===== config.mk =====
export PLATFORM = sky130hd
export DESIGN_NAME = chacha_round_engine
export DESIGN_NICKNAME = d
export VERILOG_FILES = /design/src/rtl/chacha_pkg.sv /design/src/rtl/chacha_quarter_round.sv /design/src/rtl/chacha_round_engine.sv
export SDC_FILE = /design/constraint.sdc
export NUM_CORES = 2
export LEC_CHECK = 0
export ABC_CLOCK_PERIOD_IN_PS = 23000
export CORE_ASPECT_RATIO = 1.2
export CORE_MARGIN = 2
export CORE_UTILIZATION = 58
export DETAILED_ROUTE_END_ITERATION = 12
export GPL_TIMING_DRIVEN = 0
export HOLD_SLACK_MARGIN = 0.15
export PLACE_DENSITY = 0.83
export SETUP_SLACK_MARGIN = 0.2
export SLEW_MARGIN = 20
export SYNTH_ARGS = -nofsm -noshare
export SYNTH_HDL_FRONTEND = slang
export SYNTH_SLANG_ARGS = --single-unit

===== constraint.sdc =====
create_clock -name clk -period 23 [get_ports clk]
set_clock_uncertainty 0.1 [all_clocks]
set_input_delay 4.6 -clock clk [delete_from_list [all_inputs] [get_ports clk]]
set_output_delay 4.6 -clock clk [all_outputs]
set_load 0.01 [all_outputs]

===== src/rtl/chacha_pkg.sv =====
// Shared types, constants and the quarter-round index table for the ChaCha block engine.
package chacha_pkg;

  localparam int unsigned WORD_W     = 32;
  localparam int unsigned N_WORDS    = 16;
  localparam int unsigned IDX_W      = 4;
  localparam int unsigned LOAD_WORDS = 12;
  localparam int unsigned KEY_BASE   = 4;
  localparam int unsigned CTR_IDX    = 12;

  typedef logic [WORD_W-1:0] word_t;

  typedef enum logic [1:0] {
    ST_LOAD   = 2'd0,
    ST_ROUND  = 2'd1,
    ST_OUTPUT = 2'd2
  } state_e;

  // Word indices feeding one quarter round, in a/b/c/d order.
  typedef struct packed {
    logic [IDX_W-1:0] a;
    logic [IDX_W-1:0] b;
    logic [IDX_W-1:0] c;
    logic [IDX_W-1:0] d;
  } qr_sel_t;

  // "expand 32-byte k", word 0 in the low bits.
  localparam logic [4*WORD_W-1:0] SIGMA = {32'h6b206574, 32'h79622d32,
                                           32'h3320646e, 32'h61707865};

  // Entries 0..3 are the columns, 4..7 the diagonals; entry 0 in the low bits.
  localparam logic [8*16-1:0] QR_TABLE = {16'h349e, 16'h278d, 16'h16bc, 16'h05af,
                                          16'h37bf, 16'h26ae, 16'h159d, 16'h048c};

  function automatic qr_sel_t qr_sel(input logic [2:0] qr);
    return qr_sel_t'(QR_TABLE[32'(qr)*16 +: 16]);
  endfunction

  function automatic word_t sigma(input logic [1:0] i);
    return SIGMA[32'(i)*WORD_W +: WORD_W];
  endfunction

  function automatic word_t rotl(input word_t x, input int unsigned n);
    return (x << n) | (x >> (WORD_W - n));
  endfunction

endpackage


===== src/rtl/chacha_quarter_round.sv =====
// Combinational ChaCha quarter round on four 32-bit words.
module chacha_quarter_round
  import chacha_pkg::*;
(
  input  logic [31:0] i_a,
  input  logic [31:0] i_b,
  input  logic [31:0] i_c,
  input  logic [31:0] i_d,
  output logic [31:0] o_a_c,
  output logic [31:0] o_b_c,
  output logic [31:0] o_c_c,
  output logic [31:0] o_d_c
);

  word_t w_a, w_b, w_c, w_d;

  always_comb begin
    w_a = i_a;
    w_b = i_b;
    w_c = i_c;
    w_d = i_d;
    w_a = w_a + w_b;  w_d = rotl(w_d ^ w_a, 16);
    w_c = w_c + w_d;  w_b = rotl(w_b ^ w_c, 12);
    w_a = w_a + w_b;  w_d = rotl(w_d ^ w_a, 8);
    w_c = w_c + w_d;  w_b = rotl(w_b ^ w_c, 7);
  end

  assign o_a_c = w_a;
  assign o_b_c = w_b;
  assign o_c_c = w_c;
  assign o_d_c = w_d;

endmodule


===== src/rtl/chacha_round_engine.sv =====
// Iterative ChaCha block function: 12-word load, one quarter round per cycle,
// 16-word keystream stream-out, and counter+1 regeneration without reload.
module chacha_round_engine
  import chacha_pkg::*;
#(
  parameter int unsigned DOUBLE_ROUNDS = 10
) (
  input  logic        clk,
  input  logic        rst,
  input  logic        in_valid,
  output logic        in_ready,
  input  logic [31:0] in_word,
  input  logic        next_block,
  output logic        out_valid,
  input  logic        out_ready,
  output logic [31:0] out_word,
  output logic [3:0]  out_index,
  output logic        busy
);

  localparam int unsigned STEPS  = 8 * DOUBLE_ROUNDS;
  localparam int unsigned STEP_W = (STEPS > 1) ? $clog2(STEPS) : 1;
  localparam int unsigned CNT_W  = 4;

  state_e             r_state, w_state_nxt;
  logic               r_in_ready, r_out_valid, r_busy;
  logic               w_in_ready_nxt, w_out_valid_nxt, w_busy_nxt;
  logic [CNT_W-1:0]   r_load_cnt;
  logic               r_key_loaded;
  logic [STEP_W-1:0]  r_step;
  logic [IDX_W-1:0]   r_out_index;

  word_t r_key [LOAD_WORDS];
  word_t r_work [N_WORDS];
  word_t w_init [N_WORDS];
  word_t w_load_state [N_WORDS];
  word_t w_nb_state [N_WORDS];

  logic    w_load_fire, w_load_last, w_nb_fire, w_round_last, w_out_fire, w_out_last;
  qr_sel_t w_sel;
  word_t   w_qa, w_qb, w_qc, w_qd;
  word_t   w_sum;

  assign w_load_fire  = (r_state == ST_LOAD) && in_valid;
  assign w_load_last  = w_load_fire && (r_load_cnt == CNT_W'(LOAD_WORDS - 1));
  // A pending word always wins over a regenerate request.
  assign w_nb_fire    = (r_state == ST_LOAD) && next_block && !in_valid &&
                        r_key_loaded && (r_load_cnt == '0);
  assign w_round_last = (r_state == ST_ROUND) && (r_step == STEP_W'(STEPS - 1));
  assign w_out_fire   = (r_state == ST_OUTPUT) && out_ready;
  assign w_out_last   = w_out_fire && (r_out_index == IDX_W'(N_WORDS - 1));

  // Initial state: constants plus stored key/counter/nonce.
  always_comb begin
    for (int i = 0; i < 4; i++) w_init[i] = sigma(2'(i));
    for (int k = 0; k < int'(LOAD_WORDS); k++) w_init[KEY_BASE + k] = r_key[k];
  end

  always_comb begin
    for (int i = 0; i < int'(N_WORDS); i++) begin
      w_load_state[i] = w_init[i];
      w_nb_state[i]   = w_init[i];
    end
    w_load_state[N_WORDS-1] = in_word;
    w_nb_state[CTR_IDX]     = w_init[CTR_IDX] + 32'd1;
  end

  assign w_sel = qr_sel(r_step[2:0]);

  chacha_quarter_round u_qr (
    .i_a   (r_work[w_sel.a]),
    .i_b   (r_work[w_sel.b]),
    .i_c   (r_work[w_sel.c]),
    .i_d   (r_work[w_sel.d]),
    .o_a_c (w_qa),
    .o_b_c (w_qb),
    .o_c_c (w_qc),
    .o_d_c (w_qd)
  );

  always_comb begin
    w_state_nxt = r_state;
    unique case (r_state)
      ST_LOAD:   if (w_load_last || w_nb_fire) w_state_nxt = ST_ROUND;
      ST_ROUND:  if (w_round_last)             w_state_nxt = ST_OUTPUT;
      ST_OUTPUT: if (w_out_last)               w_state_nxt = ST_LOAD;
      default:                                 w_state_nxt = ST_LOAD;
    endcase
    w_in_ready_nxt  = (w_state_nxt == ST_LOAD);
    w_out_valid_nxt = (w_state_nxt == ST_OUTPUT);
    w_busy_nxt      = (w_state_nxt != ST_LOAD);
  end

  always_ff @(posedge clk) begin
    if (rst) begin
      r_state     <= ST_LOAD;
      r_in_ready  <= 1'b1;
      r_out_valid <= 1'b0;
      r_busy      <= 1'b0;
    end else begin
      r_state     <= w_state_nxt;
      r_in_ready  <= w_in_ready_nxt;
      r_out_valid <= w_out_valid_nxt;
      r_busy      <= w_busy_nxt;
    end
  end

  // Key store, working state and counters.
  always_ff @(posedge clk) begin
    if (rst) begin
      r_load_cnt   <= '0;
      r_key_loaded <= 1'b0;
      r_step       <= '0;
      r_out_index  <= '0;
    end else begin
      if (w_load_fire) begin
        for (int k = 0; k < int'(LOAD_WORDS); k++)
          if (r_load_cnt == CNT_W'(k)) r_key[k] <= in_word;
        r_load_cnt <= w_load_last ? '0 : r_load_cnt + CNT_W'(1);
      end
      if (w_load_last) begin
        for (int i = 0; i < int'(N_WORDS); i++) r_work[i] <= w_load_state[i];
        r_key_loaded <= 1'b1;
        r_step       <= '0;
      end
      if (w_nb_fire) begin
        r_key[CTR_IDX-KEY_BASE] <= w_nb_state[CTR_IDX];
        for (int i = 0; i < int'(N_WORDS); i++) r_work[i] <= w_nb_state[i];
        r_step <= '0;
      end
      if (r_state == ST_ROUND) begin
        r_work[w_sel.a] <= w_qa;
        r_work[w_sel.b] <= w_qb;
        r_work[w_sel.c] <= w_qc;
        r_work[w_sel.d] <= w_qd;
        r_step          <= r_step + STEP_W'(1);
      end
      if (w_out_fire) r_out_index <= r_out_index + IDX_W'(1);
    end
  end

  assign w_sum     = r_work[r_out_index] + w_init[r_out_index];
  assign out_word  = r_out_valid ? w_sum : '0;
  assign in_ready  = r_in_ready;
  assign out_valid = r_out_valid;
  assign out_index = r_out_index;
  assign busy      = r_busy;

endmodule


==> metrics.md <==
| Metric | Value |
|---|---|
| Worst hold path type | `register to register` |
| Seq cells post-synth | `921` |
| Synth cell types | `105` |
| Routed Antenna Nets | `0` |
| Synthesis Warnings | `0` |
| Post-Route WL | `231.1 mm` |
| Relative slew slack | `0.08452` |
| Post-Syn Instances | `4196` |
| Avg Inst Size Synth | `12.97 µm²` |
| GRT Util Overall | `0.4787` |
| Largest net degree at the start of global routing | `33` |
| Sequential share of the synthesized area | `0.5037` |
| Chip height | `339.5 µm` |
| Vias per inst | `7.331` |
| Reg-to-Reg Start | `r_step[0]` |
| CTS max path bufs | `3` |
| Post-CTS setup buffers | `0` |
| Post-Synth Adder-Cell Area | `0.04087` |
| Crit path max-delay family | `compound AO/OA/AOI/OAI gates` |
| WL/cell | `40.42 µm` |
| Synthesized Nets | `4406` |
| EDFF count, synth | `896` |
| WHS Path Cells | `2` |
| Worst Setup End Kind | `register` |
| Worst hold path endpoint | `r_key_loaded` |
| Worst-Skew Late Latency | `0.71 ns` |
| Final hold slack | `0.3488 ns` |
| Mux cell area share after synthesis | `0.1956` |
| Die area | `0.09628 mm²` |
| R2R Path End | `r_work[7][5]` |
| DRT iter0 DRCs | `7947` |
| Routability-driven placement congestion ratio | `1.115` |
| Tcrit/Tclk final | `0.9884` |
| Worst VDD drop | `71.68 µV` |
| Crit-path max cell delay | `0.96 ns` |
| Maxcap violations | `0` |
| Critical path class | `register to register` |
| IO buf count | `75` |
| Core Footprint | `0.09342 mm²` |
| Post-cts hold buffer count | `0` |
| Post-synthesis xor/xnor area fraction | `0.05975` |
| Overflow after GRT | `0` |
| Final core utilization | `0.6492` |
| Largest family of logic cells by synthesized area | `multiplexers` |
| Max-slew violations | `0` |
| Ys flop type | `edfxtp_1` |
| Final #Nets | `4592` |
| CTS clk-pin slew, worst paths | `0.07 ns` |
| Share of post-route cells with drive strength above 1 | `0.1905` |
| Detail Placement HPWL | `180.1 mm` |
| H-tree depth | `3` |
| CP max-delay cell | `clkbuf_1` |
| Vias post-DR | `41920` |
| CP startpoint kind | `register` |
| Starting Density | `0.5824` |
| CTS Buf Count | `90` |
| R2R setup slack | `0.27 ns` |
| Vias in the first global route | `40000` |
| CP max FO | `19` |
| Reg2reg path depth | `69` |
| Setup-failing EPs final | `0` |
| IO Pins | `76` |
| Most frequent cells in the layout | `edfxtp_1 (896), nand2_1 (525), mux4_2 (375), nor2_1 (250), o21ai_0 (241)` |
| Status | `finished, final reports clean` |
| Data required time of the worst path | `23.33 ns` |
| P_leak | `0.02098 µW` |
| Fin crit period | `22.73 ns` |
| Buf/Inv on CP | `6` |
| Post-synthesis cell area | `0.05440 mm²` |
| Worst-margin pin slew | `1.363 ns` |
| Most frequent cell on the critical path | `a21oi_1` |
| CTS sink cnt | `921` |
| Worst Path Arrival | `23.06 ns` |
| Simple-Gate Fraction of Synth Area | `0.09530` |
| Hold Startpoint | `r_key_loaded` |
| Synth Area in Compound Gates | `0.08233` |
| DIE WIDTH | `283.6 µm` |
| Peak Freq | `43.99 MHz` |
| Root Driver | `clkbuf_16` |
| RSZ-0062 raised after global routing | `false` |
| Initial antenna violation count | `12` |
| Area delta synth->final | `11.47%` |
| Global-route wire length before repair | `312.4 mm` |
| FF+latch area | `0.02741 mm²` |
| Fraction of registers with async set/reset | `0` |
| # fillers | `6824` |
| CTS tree | `built` |
| # DRC | `0` |
| Commonest non-fill, non-tap cell in the layout | `edfxtp_1` |
| Drt first pass iters | `7` |
| Area occupied by multi-input gates | `0.02618 mm²` |
| Num rows | `123` |
| Power density over the cells | `56.66 mW/mm²` |
| Final Hold Violating Endpoints | `0` |
-- cells by family after synthesis --
| family | count (synthesis) |
|---|---|
| xor gates and xnor gates | 339 |
| buffers and inverters | 317 |
| adders and majority gates | 175 |
| muxes | 574 |
| AOI/OAI and AO/OA | 721 |
| and+or+nand+nor | 1149 |
| DFF | 921 |
-- area by class of cell --
type / instances / area share
well taps: 1250 / 0.02579
plain buffers: 225 / 0.01527
repair buffers: 97 / 0.01997
multi-input cells: 2958 / 0.4317
diodes: 11 / 0.0004539
clock inverters: 58 / 0.009821
flip-flops and latches: 921 / 0.4519
clock buffers: 109 / 0.03953
inverters: 89 / 0.005509
-- power by group --
part | switching, µW | internal (µW) | total, µW
registers | 3.69 | 1830 | 1830
logic | 32.7 | 14.1 | 46.9
clock network | 693 | 861 | 1550
-- tightest hold or removal path, cell delays in order, from the launching register on --
cell and delay, ns:
dfxtp_1 0.31, inv_1 0.05, a21oi_1 0.05
-- flip-flops by register name, summed over array words and instances, names as in the netlist, named ones only --
| register | count |
|---|---|
| r_work | 512 |
| r_key | 384 |
| r_step | 7 |
| out_index | 4 |
| r_load_cnt | 4 |
| r_state | 2 |
| busy | 1 |
| in_ready | 1 |
| out_valid | 1 |
| r_key_loaded | 1 |
-- what timing repair did --
item / in CTS / in global routing
gates cloned: 0 / 0
resized for setup: 5 / 8
setup endpoints to repair: 84 / 35
pin swaps: 0 / 0
-- through the flow --
stage,cells,total power (µW),instance area [µm²],setup slack [ns],TNS (ns)
4_1_cts,5708,3408,60430,0.4349,0
3_3_place_gp,5521,1912,56720,-1.621,-30.20
3_5_place_dp,5543,1914,57420,-1.847,-41.06
2_1_floorplan,4196,1883,54400,6.986,0
5_1_grt,5707,3476,60620,0.2047,0
6_report,5718,3436,60640,0.2669,0
-- worst max path at each step --
| stage | endpoint | cells past startpoint | startpoint | slack [ns] |
|---|---|---|---|---|
| floorplan | r_work[4][5] | 72 | r_step[0] | 6.99 |
| global placement | r_work[6][5] | 72 | r_step[0] | -1.62 |
| detailed placement | r_work[7][5] | 70 | r_step[0] | -1.85 |
| CTS | r_work[7][5] | 68 | r_step[0] | 0.43 |
| global route | r_work[4][5] | 68 | r_step[0] | 0.20 |
| finish | r_work[7][5] | 69 | r_step[0] | 0.27 |
-- layer usage --
layer | up-vias | track usage | wire length [µm]
met5 | - | 0 | 59
met4 | 8 | 0.4035 | 25550
met3 | 1010 | 0.2046 | 36720
met2 | 4076 | 0.7053 | 98730
met1 | 20360 | 0.5397 | 70030
li1 | 16460 | - | -
-- synthesized netlist by cell type (87+ instances only) --
| library cell | number | area [µm²] |
|---|---|---|
| clkbuf_1 | 179 | 671.9 |
| xor2_1 | 138 | 1209 |
| a21oi_1 | 207 | 1036 |
| inv_1 | 87 | 326.6 |
| nand2_1 | 540 | 2027 |
| edfxtp_1 | 896 | 26910 |
| mux4_2 | 375 | 8446 |
| ha_1 | 168 | 2102 |
| nor2_1 | 252 | 945.9 |
| xnor2_1 | 178 | 1559 |
| o21ai_0 | 242 | 1211 |
| mux2_2 | 145 | 1633 |
Note: power is estimated with default switching activity, not from simulation.
